`src/rtl/uart_pkg.sv`:
```
// Shared UART definitions used by both the receive and transmit paths.
// The state encoding is common to both directions. UART_BIT is the
// data-bit state: BIT_RX in the receiver and BIT_TX in the transmitter.
// UART_BREAK is only entered by the receiver.
package uart_pkg;

   localparam int UART_DATAWIDTH = 8;

   typedef enum logic [2:0] {
      UART_IDLE  = 3'd0,
      UART_START = 3'd1,
      UART_BIT   = 3'd2,
      UART_STOP  = 3'd3,
      UART_BREAK = 3'd4
   } uart_state_e;

endpackage

```
`src/rtl/sync_2ff.sv`:
```
// Two-flop synchronizer for bringing an asynchronous level into the clk domain.
// Both flops reset to RESET_VAL so that an idle-high line reads as idle
// immediately after reset.
module sync_2ff #(
   parameter logic RESET_VAL = 1'b1
) (
   input  logic clk,
   input  logic rst,
   input  logic async_in,
   output logic sync_out
);

   logic meta_q, meta_d;
   logic sync_q, sync_d;

   // Each flop simply takes the value of the stage before it.
   always_comb begin
      meta_d = async_in;
      sync_d = meta_q;
   end

   // Register both stages, with a synchronous reset to the idle level.
   always_ff @(posedge clk) begin
      if (rst) begin
         meta_q <= RESET_VAL;
         sync_q <= RESET_VAL;
      end else begin
         meta_q <= meta_d;
         sync_q <= sync_d;
      end
   end

   assign sync_out = sync_q;

endmodule

```
`src/rtl/uart_rx.sv`:
```
// UART receiver. It takes a start bit, DATAWIDTH data bits sent LSB first,
// and one stop bit. The received word is held on DATA with a DATARDY/READ
// handshake. FRAMEERR and OVERRUN are single-cycle pulses.
module uart_rx
   import uart_pkg::*;
#(
   parameter int DATAWIDTH    = UART_DATAWIDTH,
   parameter int CLKS_PER_BIT = 16
) (
   input  logic                 CLK,
   input  logic                 RST,
   input  logic                 RX,
   output logic [DATAWIDTH-1:0] DATA,
   output logic                 DATARDY,
   input  logic                 READ,
   output logic                 FRAMEERR,
   output logic                 OVERRUN
);

   localparam int CNT_W = (CLKS_PER_BIT > 1) ? $clog2(CLKS_PER_BIT) : 1;
   localparam int IDX_W = (DATAWIDTH > 1) ? $clog2(DATAWIDTH) : 1;

   // The start bit is sampled half a bit in, so that every later sample
   // lands in the middle of its bit.
   localparam logic [CNT_W-1:0] CNT_HALF = CNT_W'(CLKS_PER_BIT / 2 - 1);
   localparam logic [CNT_W-1:0] CNT_LAST = CNT_W'(CLKS_PER_BIT - 1);
   localparam logic [IDX_W-1:0] IDX_LAST = IDX_W'(DATAWIDTH - 1);

   logic                 rx_s;

   uart_state_e          state_q, state_d;
   logic [CNT_W-1:0]     cnt_q, cnt_d;
   logic [IDX_W-1:0]     bit_idx_q, bit_idx_d;
   logic [DATAWIDTH-1:0] shreg_q, shreg_d;
   logic [DATAWIDTH-1:0] data_q, data_d;
   logic                 data_rdy_q, data_rdy_d;
   logic                 frame_err_q, frame_err_d;
   logic                 overrun_q, overrun_d;

   sync_2ff #(
      .RESET_VAL (1'b1)
   ) u_rx_sync (
      .clk      (CLK),
      .rst      (RST),
      .async_in (RX),
      .sync_out (rx_s)
   );

   // This block computes the next frame state, the bit timing and the
   // output flags. A completed frame is delivered in the same cycle that
   // the stop bit is sampled. A READ in that same cycle consumes the old
   // word, so it does not count as an overrun.
   always_comb begin
      state_d     = state_q;
      cnt_d       = cnt_q;
      bit_idx_d   = bit_idx_q;
      shreg_d     = shreg_q;
      data_d      = data_q;
      data_rdy_d  = data_rdy_q;
      frame_err_d = 1'b0;
      overrun_d   = 1'b0;

      if (data_rdy_q && READ) begin
         data_rdy_d = 1'b0;
      end

      case (state_q)
         UART_IDLE: begin
            cnt_d = '0;
            if (!rx_s) begin
               state_d = UART_START;
            end
         end

         UART_START: begin
            if (cnt_q == CNT_HALF) begin
               cnt_d = '0;
               if (!rx_s) begin
                  state_d   = UART_BIT;
                  bit_idx_d = '0;
               end else begin
                  state_d = UART_IDLE;
               end
            end else begin
               cnt_d = cnt_q + 1'b1;
            end
         end

         UART_BIT: begin
            if (cnt_q == CNT_LAST) begin
               cnt_d            = '0;
               shreg_d[bit_idx_q] = rx_s;
               if (bit_idx_q == IDX_LAST) begin
                  state_d   = UART_STOP;
                  bit_idx_d = '0;
               end else begin
                  bit_idx_d = bit_idx_q + 1'b1;
               end
            end else begin
               cnt_d = cnt_q + 1'b1;
            end
         end

         UART_STOP: begin
            if (cnt_q == CNT_LAST) begin
               cnt_d = '0;
               if (rx_s) begin
                  state_d    = UART_IDLE;
                  data_d     = shreg_q;
                  data_rdy_d = 1'b1;
                  overrun_d  = data_rdy_q && !READ;
               end else begin
                  state_d     = UART_BREAK;
                  frame_err_d = 1'b1;
                  shreg_d     = '0;
               end
            end else begin
               cnt_d = cnt_q + 1'b1;
            end
         end

         UART_BREAK: begin
            cnt_d = '0;
            if (rx_s) begin
               state_d = UART_IDLE;
            end
         end

         default: begin
            state_d = UART_IDLE;
            cnt_d   = '0;
         end
      endcase
   end

   // State and output registers. Reset abandons any frame that is in
   // progress and raises no flags.
   always_ff @(posedge CLK) begin
      if (RST) begin
         state_q     <= UART_IDLE;
         cnt_q       <= '0;
         bit_idx_q   <= '0;
         shreg_q     <= '0;
         data_q      <= '0;
         data_rdy_q  <= 1'b0;
         frame_err_q <= 1'b0;
         overrun_q   <= 1'b0;
      end else begin
         state_q     <= state_d;
         cnt_q       <= cnt_d;
         bit_idx_q   <= bit_idx_d;
         shreg_q     <= shreg_d;
         data_q      <= data_d;
         data_rdy_q  <= data_rdy_d;
         frame_err_q <= frame_err_d;
         overrun_q   <= overrun_d;
      end
   end

   assign DATA     = data_q;
   assign DATARDY  = data_rdy_q;
   assign FRAMEERR = frame_err_q;
   assign OVERRUN  = overrun_q;

endmodule

```
`config.mk`:
```
export PLATFORM = sky130hd
export DESIGN_NAME = uart_rx
export DESIGN_NICKNAME = d
export VERILOG_FILES = /design/src/rtl/uart_pkg.sv /design/src/rtl/sync_2ff.sv /design/src/rtl/uart_rx.sv
export SDC_FILE = /design/constraint.sdc
export NUM_CORES = 1
export LEC_CHECK = 0
export CAP_MARGIN = 10
export CELL_PAD_IN_SITES_DETAIL_PLACEMENT = 0
export CELL_PAD_IN_SITES_GLOBAL_PLACEMENT = 1
export CORE_ASPECT_RATIO = 1.25
export CORE_MARGIN = 5
export CORE_UTILIZATION = 41
export DETAILED_ROUTE_END_ITERATION = 6
export HOLD_SLACK_MARGIN = 0.06
export PLACE_DENSITY_LB_ADDON = 0.1
export SLEW_MARGIN = 10
export SYNTH_ARGS = -nofsm -noshare
export SYNTH_HDL_FRONTEND = slang
export SYNTH_SLANG_ARGS = --single-unit
```
`constraint.sdc`:
```
create_clock -name CLK -period 1.9 [get_ports CLK]
set_clock_uncertainty 0.05 [all_clocks]
set_input_delay 0.285 -clock CLK [delete_from_list [all_inputs] [get_ports CLK]]
set_output_delay 0.285 -clock CLK [all_outputs]
set_load 0.02 [all_outputs]
```
Word-level counts from Yosys, hierarchy flattened:

Cells that the tools add are included.

* word-level logic and storage cells: 75
* flip-flop bits (word level): 31

* mux-type cells: 29
* bitwise gates (word level): 3
* magnitude comparators: 2
* eq/ne operators: 15
* reduce and logical (&&, ||, !) cells: 14
* $add $sub $neg: 2

Operator list (count)
* 2-to-1 mux 3 bit: 11
* 2-to-1 mux 8 bit: 3
* one-hot mux 8 bit (2 select lines): 1
* one-hot mux 3 bit (5 select lines): 1
* inequality test 2 bit, second input constant: 7
* bitwise mux 8 bit: 1
* 2-to-1 mux 4 bit: 2
* one-hot mux 4 bit (2 select lines): 1
* AND reduction 4 bit: 2
* == test 3 x 2 -> 1 bit, second input constant: 2
* == test 3 bit, second input constant: 2
* 2-to-1 mux 1 bit: 6
* one-hot mux 3 bit (2 select lines): 1
* AND reduction 6 bit: 1
* adder 4 x 1 -> 4 bit, second input constant: 1
* == test 4 x 3 -> 1 bit, second input constant: 1
* == test 4 bit, second input constant: 1
* < comparator 3 x 4 -> 1 bit, second input constant: 1
* nonzero test 2 bit: 2
* OR reduction 4 bit: 1
* adder 3 x 1 -> 3 bit, second input constant: 1
* demux 1 bit (select 3 bit): 1
* == test 3 x 1 -> 1 bit, second input constant: 1
* >= comparator 3 x 1 -> 1 bit, second input constant: 1
* 9 further kinds: 13

Depth between registers and ports, before layout:

* depth in word-level cells: 7
* depth in mapped cells: 7
* mapped depth without buffers: 6

Modules after synthesis:

From an unflattened synthesis, not the netlist that was laid out.

* cells, all modules: 153
* area, all modules: 1463.9 um^2

Modules (own cells, without submodules)
* uart_rx: area each 1411.4 um^2, instances 1, seq. area each 580.6 um^2, cells each 149
* sync_2ff: area each 52.6 um^2, instances 1, seq. area each 40.0 um^2, cells each 4

Worst setup path before layout:

No wires, ideal clock.

* kind: reg-to-reg
* from: reg bit_idx_q[0]
* to: reg state_q[0]
* library setup time: 0.123 ns
* arrival time: 1.484 ns
* cell stages (with the launch flop): 7
* data required time: 1.727 ns
* slack: 0.243 ns
* cells stage by stage: dfxtp_1 ha_1 ha_1 o211ai_2 o21ai_1 a311oi_1 mux2_1

* cells in the longest elaborated chain, start to end: 3

RTL lines
* start, declared: line uart_rx.sv:33 `logic [IDX_W-1:0] bit_idx_q, bit_idx_d;`
* start signal, assigned: line uart_rx.sv:151 `bit_idx_q <= bit_idx_d;`
* == test 3 bit: line uart_rx.sv:93 `if (bit_idx_q == IDX_LAST) begin`
* inequality test 2 bit (no line)
* AND reduction 6 bit (no line)
* end signal, assigned: line uart_rx.sv:149 `state_q <= state_d;`
* end, declared: line uart_rx.sv:31 `uart_state_e state_q, state_d;`

Every way passes these cells.
A chain may end at the register's enable or synchronous reset.

Final worst setup path:

Same ends and word-level chain as after synthesis.

==> impl.org <==
** Run status
- The flow ran to the end, and the final reports show no timing, DRC or antenna violations.

** Routing
- Drc violations :: 0
- Total wire length :: 3.117 mm
- The count of nets left with antenna violations once routing finished came out at 0.
- M1 wire length :: 1.267 mm
- Dividing the detail-routed via count by the number of cells gives 5.400.
- After detailed routing, the average wire length per cell comes to 13.85 um.
- Pre-antenna DRT Iters :: 4
- Uppermost metal layer occupied by signal nets :: met4
- Routed length on met3 :: 139 um
- Met2 wire length :: 1.672 mm
- Initial DRC Count :: 59
- Summing over every cut layer, the via total after detailed routing is 1215.

** GRT
- Number of antenna violations at the first check in global routing :: 0
- The first global-routing pass estimated 5.423 mm of wire.
- Pin count of the biggest net entering global routing :: 24
- Global routing finished with a remaining overflow of 0.
- Total routing usage reported by global routing :: 0.1380
- Via count of the first global-routing pass :: 1201

** Logic synthesis
- The cell count after synthesis came out at 169.
- During synthesis, Yosys emitted a total of 0 warnings.
- In this run, synthesis produced a sequential element count of 31.
- Nets in the synthesized netlist :: 176
- Ranking of synthesized cells by area :: dfxtp_1 (43%), nand2_1 (7.3%), o21ai_0 (5.6%), a21oi_1 (4.5%), nor2b_1 (4.4%)
- The cell area that synthesis handed to floorplanning was 0.001430 mm2.
- Sequential cell area fraction in the yosys report :: 0.4339
- Number of distinct standard cells referenced by the synthesized netlist :: 34
- Proportion of netlist area held by the largest area contributor :: 0.4339
- Average size of a mapped cell :: 8.462 um2
- Cell accounting for the most synthesized area :: dfxtp_1

** Placement
- GPL Wtd Cong :: 0.7978
- In this run the tool buffered the top-level ports with 14 buffer cells.
- The placed instances occupy a cell area of 0.001613 mm2.
- Summed over all nets, the half-perimeter wirelength after detailed placement is 2.269 mm.

** Timing
- The max-slew violation total from the final report was 0.
- RSZ-0062 raised after global routing :: no
- Final critical path time including I/O delays and setup :: 1.746 ns
- Slew HR :: 0.7003
- For this run, the top clock speed supported by timing is 0.5728 GHz.
- Setup violations remaining at the end of the flow were counted as 0.
- Worst-margin pin slew :: 0.4490 ns
- After routing, the total negative slack on setup checks comes to 0 ns.
- In the finished design, the share of the clock period the worst path needs comes to 0.9188.
- Fin. Hold Viols :: 0

** Cells and area
- Number of antenna repair diodes :: 0
- The finished cells cover 0.001730 mm2.
- Commonest cells after routing, fill and taps aside :: dfxtp_1 (31), nand2_1 (28), o21ai_0 (16)
- Fraction of final layout cells sized beyond drive strength 1 :: 0.1237
- Most common cell after layout, fill and taps aside :: dfxtp_1
- At the end of the flow, the number of nets in the layout was 192.
- Final core area utilization :: 0.5055
- Relative to the synthesized area, the layout overhead comes to 21.00%.
- Filler cells :: 349

** CTS
- Clock-pin slew was measured on the worst setup and hold paths at 0.07 ns.
- The H-tree was split into 2 levels.
- Counting every sink on the clock net gives 31.
- In this run, post-CTS hold repair placed 0 buffers.
- After clock tree synthesis, the repair step resized 0 gates.
- TritonCTS buffer count :: 5
- Postcts setup bufs :: 0
- CTS placed an instance of clkbuf_8 at the clock tree root.
- The longest clock path from root to sink contains 2 buffers.
- The later pin in the worst-skew pair is clocked with a latency of 0.28 ns.
- TritonCTS built the clock tree.

** Setup path
- Counting both buffers and inverters, the worst setup path holds a total of 0.
- Data arrival, critical path :: 1.86 ns
- Data required time at the worst endpoint :: 2.02 ns
- Grouping stages by cell kind, the critical path spends the most delay in compound AO/OA/AOI/OAI gates.
- The worst setup path is of the reg -> reg kind.
- CP Max Fanout :: 2
- Startpoint Class :: flip-flop
- Cell with the most instances on the worst path :: ha_1
- The largest single stage delay on the critical path is 0.35 ns.
- The worst setup path is captured at a flip-flop.
- Standard cell with the maximum stage delay on the critical path :: mux2_1
- Crit path cell chain :: ha_1 > ha_1 > o211ai_2 > o21ai_1 > a311oi_1 > mux2_1
- Flop2flop setup slack :: 0.15 ns

** Floorplanning
- I/O pin count :: 15
- Measured along the x axis, the die boundary spans 62.83 um.
- Num rows :: 24
- Die area :: 0.004777 mm2
- The initial utilization of the core area, before any placement, comes to 0.4178.
- Placeable core region :: 0.003423 mm2
- Height of the die :: 76.03 um

** Power
- Standby leakage power :: 0.6017 nW
- Power density of the placed cells :: 783.8 mW/mm2
- Overall power :: 1.356 mW
- Across the VDD grid, the largest voltage drop is 0.5838 mV.

** Flow run
- Number of maximum-capacitance violations :: 0

** Worst hold path
- Worst min-delay path category :: reg -> reg
flip-flops by register name, indices dropped and copies added (netlist names):
name,flops
u_rx_sync.meta_q,1
state_q,3
u_rx_sync.sync_out,1
DATARDY,1
DATA,8
shreg_q,8
cnt_q,4
FRAMEERR,1
bit_idx_q,3
OVERRUN,1
stage by stage:
step           cells  hold slack [ns]  setup WS, ns
6_report         225           0.3672        0.1543
5_1_grt          225           0.3886       0.02515
4_1_cts          225           0.3746        0.1518
3_5_place_dp     217           0.3551        0.1307
3_3_place_gp     217           0.3525        0.1712
2_1_floorplan    169           0.3388        0.2426
final timing paths:
| path | start | depth (start not counted) | to |
|---|---|---|---|
| min | u_rx_sync.meta_q | 1 | u_rx_sync.sync_out |
| max reg2reg | bit_idx_q[0] | 6 | state_q[0] |
| min reg2reg | u_rx_sync.meta_q | 1 | u_rx_sync.sync_out |
| max | bit_idx_q[0] | 6 | state_q[0] |
logic make-up (layout without fill, tap and decap cells):
family | Yosys count | after routing | share of synthesized area
AO/OA/AOI/OAI | 44 | 44 | 0.1767
XOR/XNOR | 1 | 1 | 0.006125
adder cells (fa/ha/maj) | 3 | 3 | 0.02625
buffers and inverters | 15 | 32 | 0.04899
flip-flops | 31 | 31 | 0.4339
multiplexers | 5 | 5 | 0.03675
AND/OR/NAND/NOR | 70 | 70 | 0.2712
power breakdown:
group / total, mW / internal (mW) / switching [mW]
Combinational: 0.0282 / 0.0136 / 0.0146
Sequential: 0.657 / 0.653 / 0.00482
Clock: 0.671 / 0.424 / 0.247
Total: 1.36 / 1.09 / 0.266
layout make-up:
class,instances,area (um2),share of cell area
repair buffers,21,192.7,0.1114
flip-flops and latches,31,620.6,0.3586
multi-input cells,123,739.5,0.4273
well taps,39,48.80,0.02820
clock inverters,2,35.03,0.02025
inverters,3,11.26,0.006508
clock buffers,6,82.58,0.04772
layer usage:
| metal | up-vias | GRT usage |
|---|---|---|
| met5 | - | 0 |
| met1 | 565 | 0.1578 |
| met4 | 0 | 0.03822 |
| met3 | 6 | 0.04425 |
| met2 | 25 | 0.2427 |
| li1 | 619 | - |
worst register-to-register path: cells and delay by family (launching register included):
family,cells,cell delay [ns]
multiplexers,1,0.35
flip-flops,1,0.32
adder cells (fa/ha/maj),2,0.40
AO/OA/AOI/OAI,3,0.51
synth_stat cells:
library cell and n:
mux2_2 1, clkbuf_1 6, nor4b_4 1, nor3b_1 3
a211oi_1 1, a311oi_1 1, buf_6 1, xnor2_1 1
mux2i_1 3, dfxtp_1 31, nor3_1 6, and3_1 4
o21ai_0 16, nor2_1 4, and3b_1 3, a31oi_1 6
o21ai_1 2, o31ai_1 2, a41oi_1 1, inv_1 3
nand2_1 28, nand4b_1 1, mux2_1 1, nor2b_1 10
nand3_2 1, nand2b_1 4, nor3_2 1, nand3_1 1
o21a_1 1, o211ai_2 1, ha_1 3, or2_2 3
buf_2 5, a21oi_1 13
(Power assumes the default switching activity.)
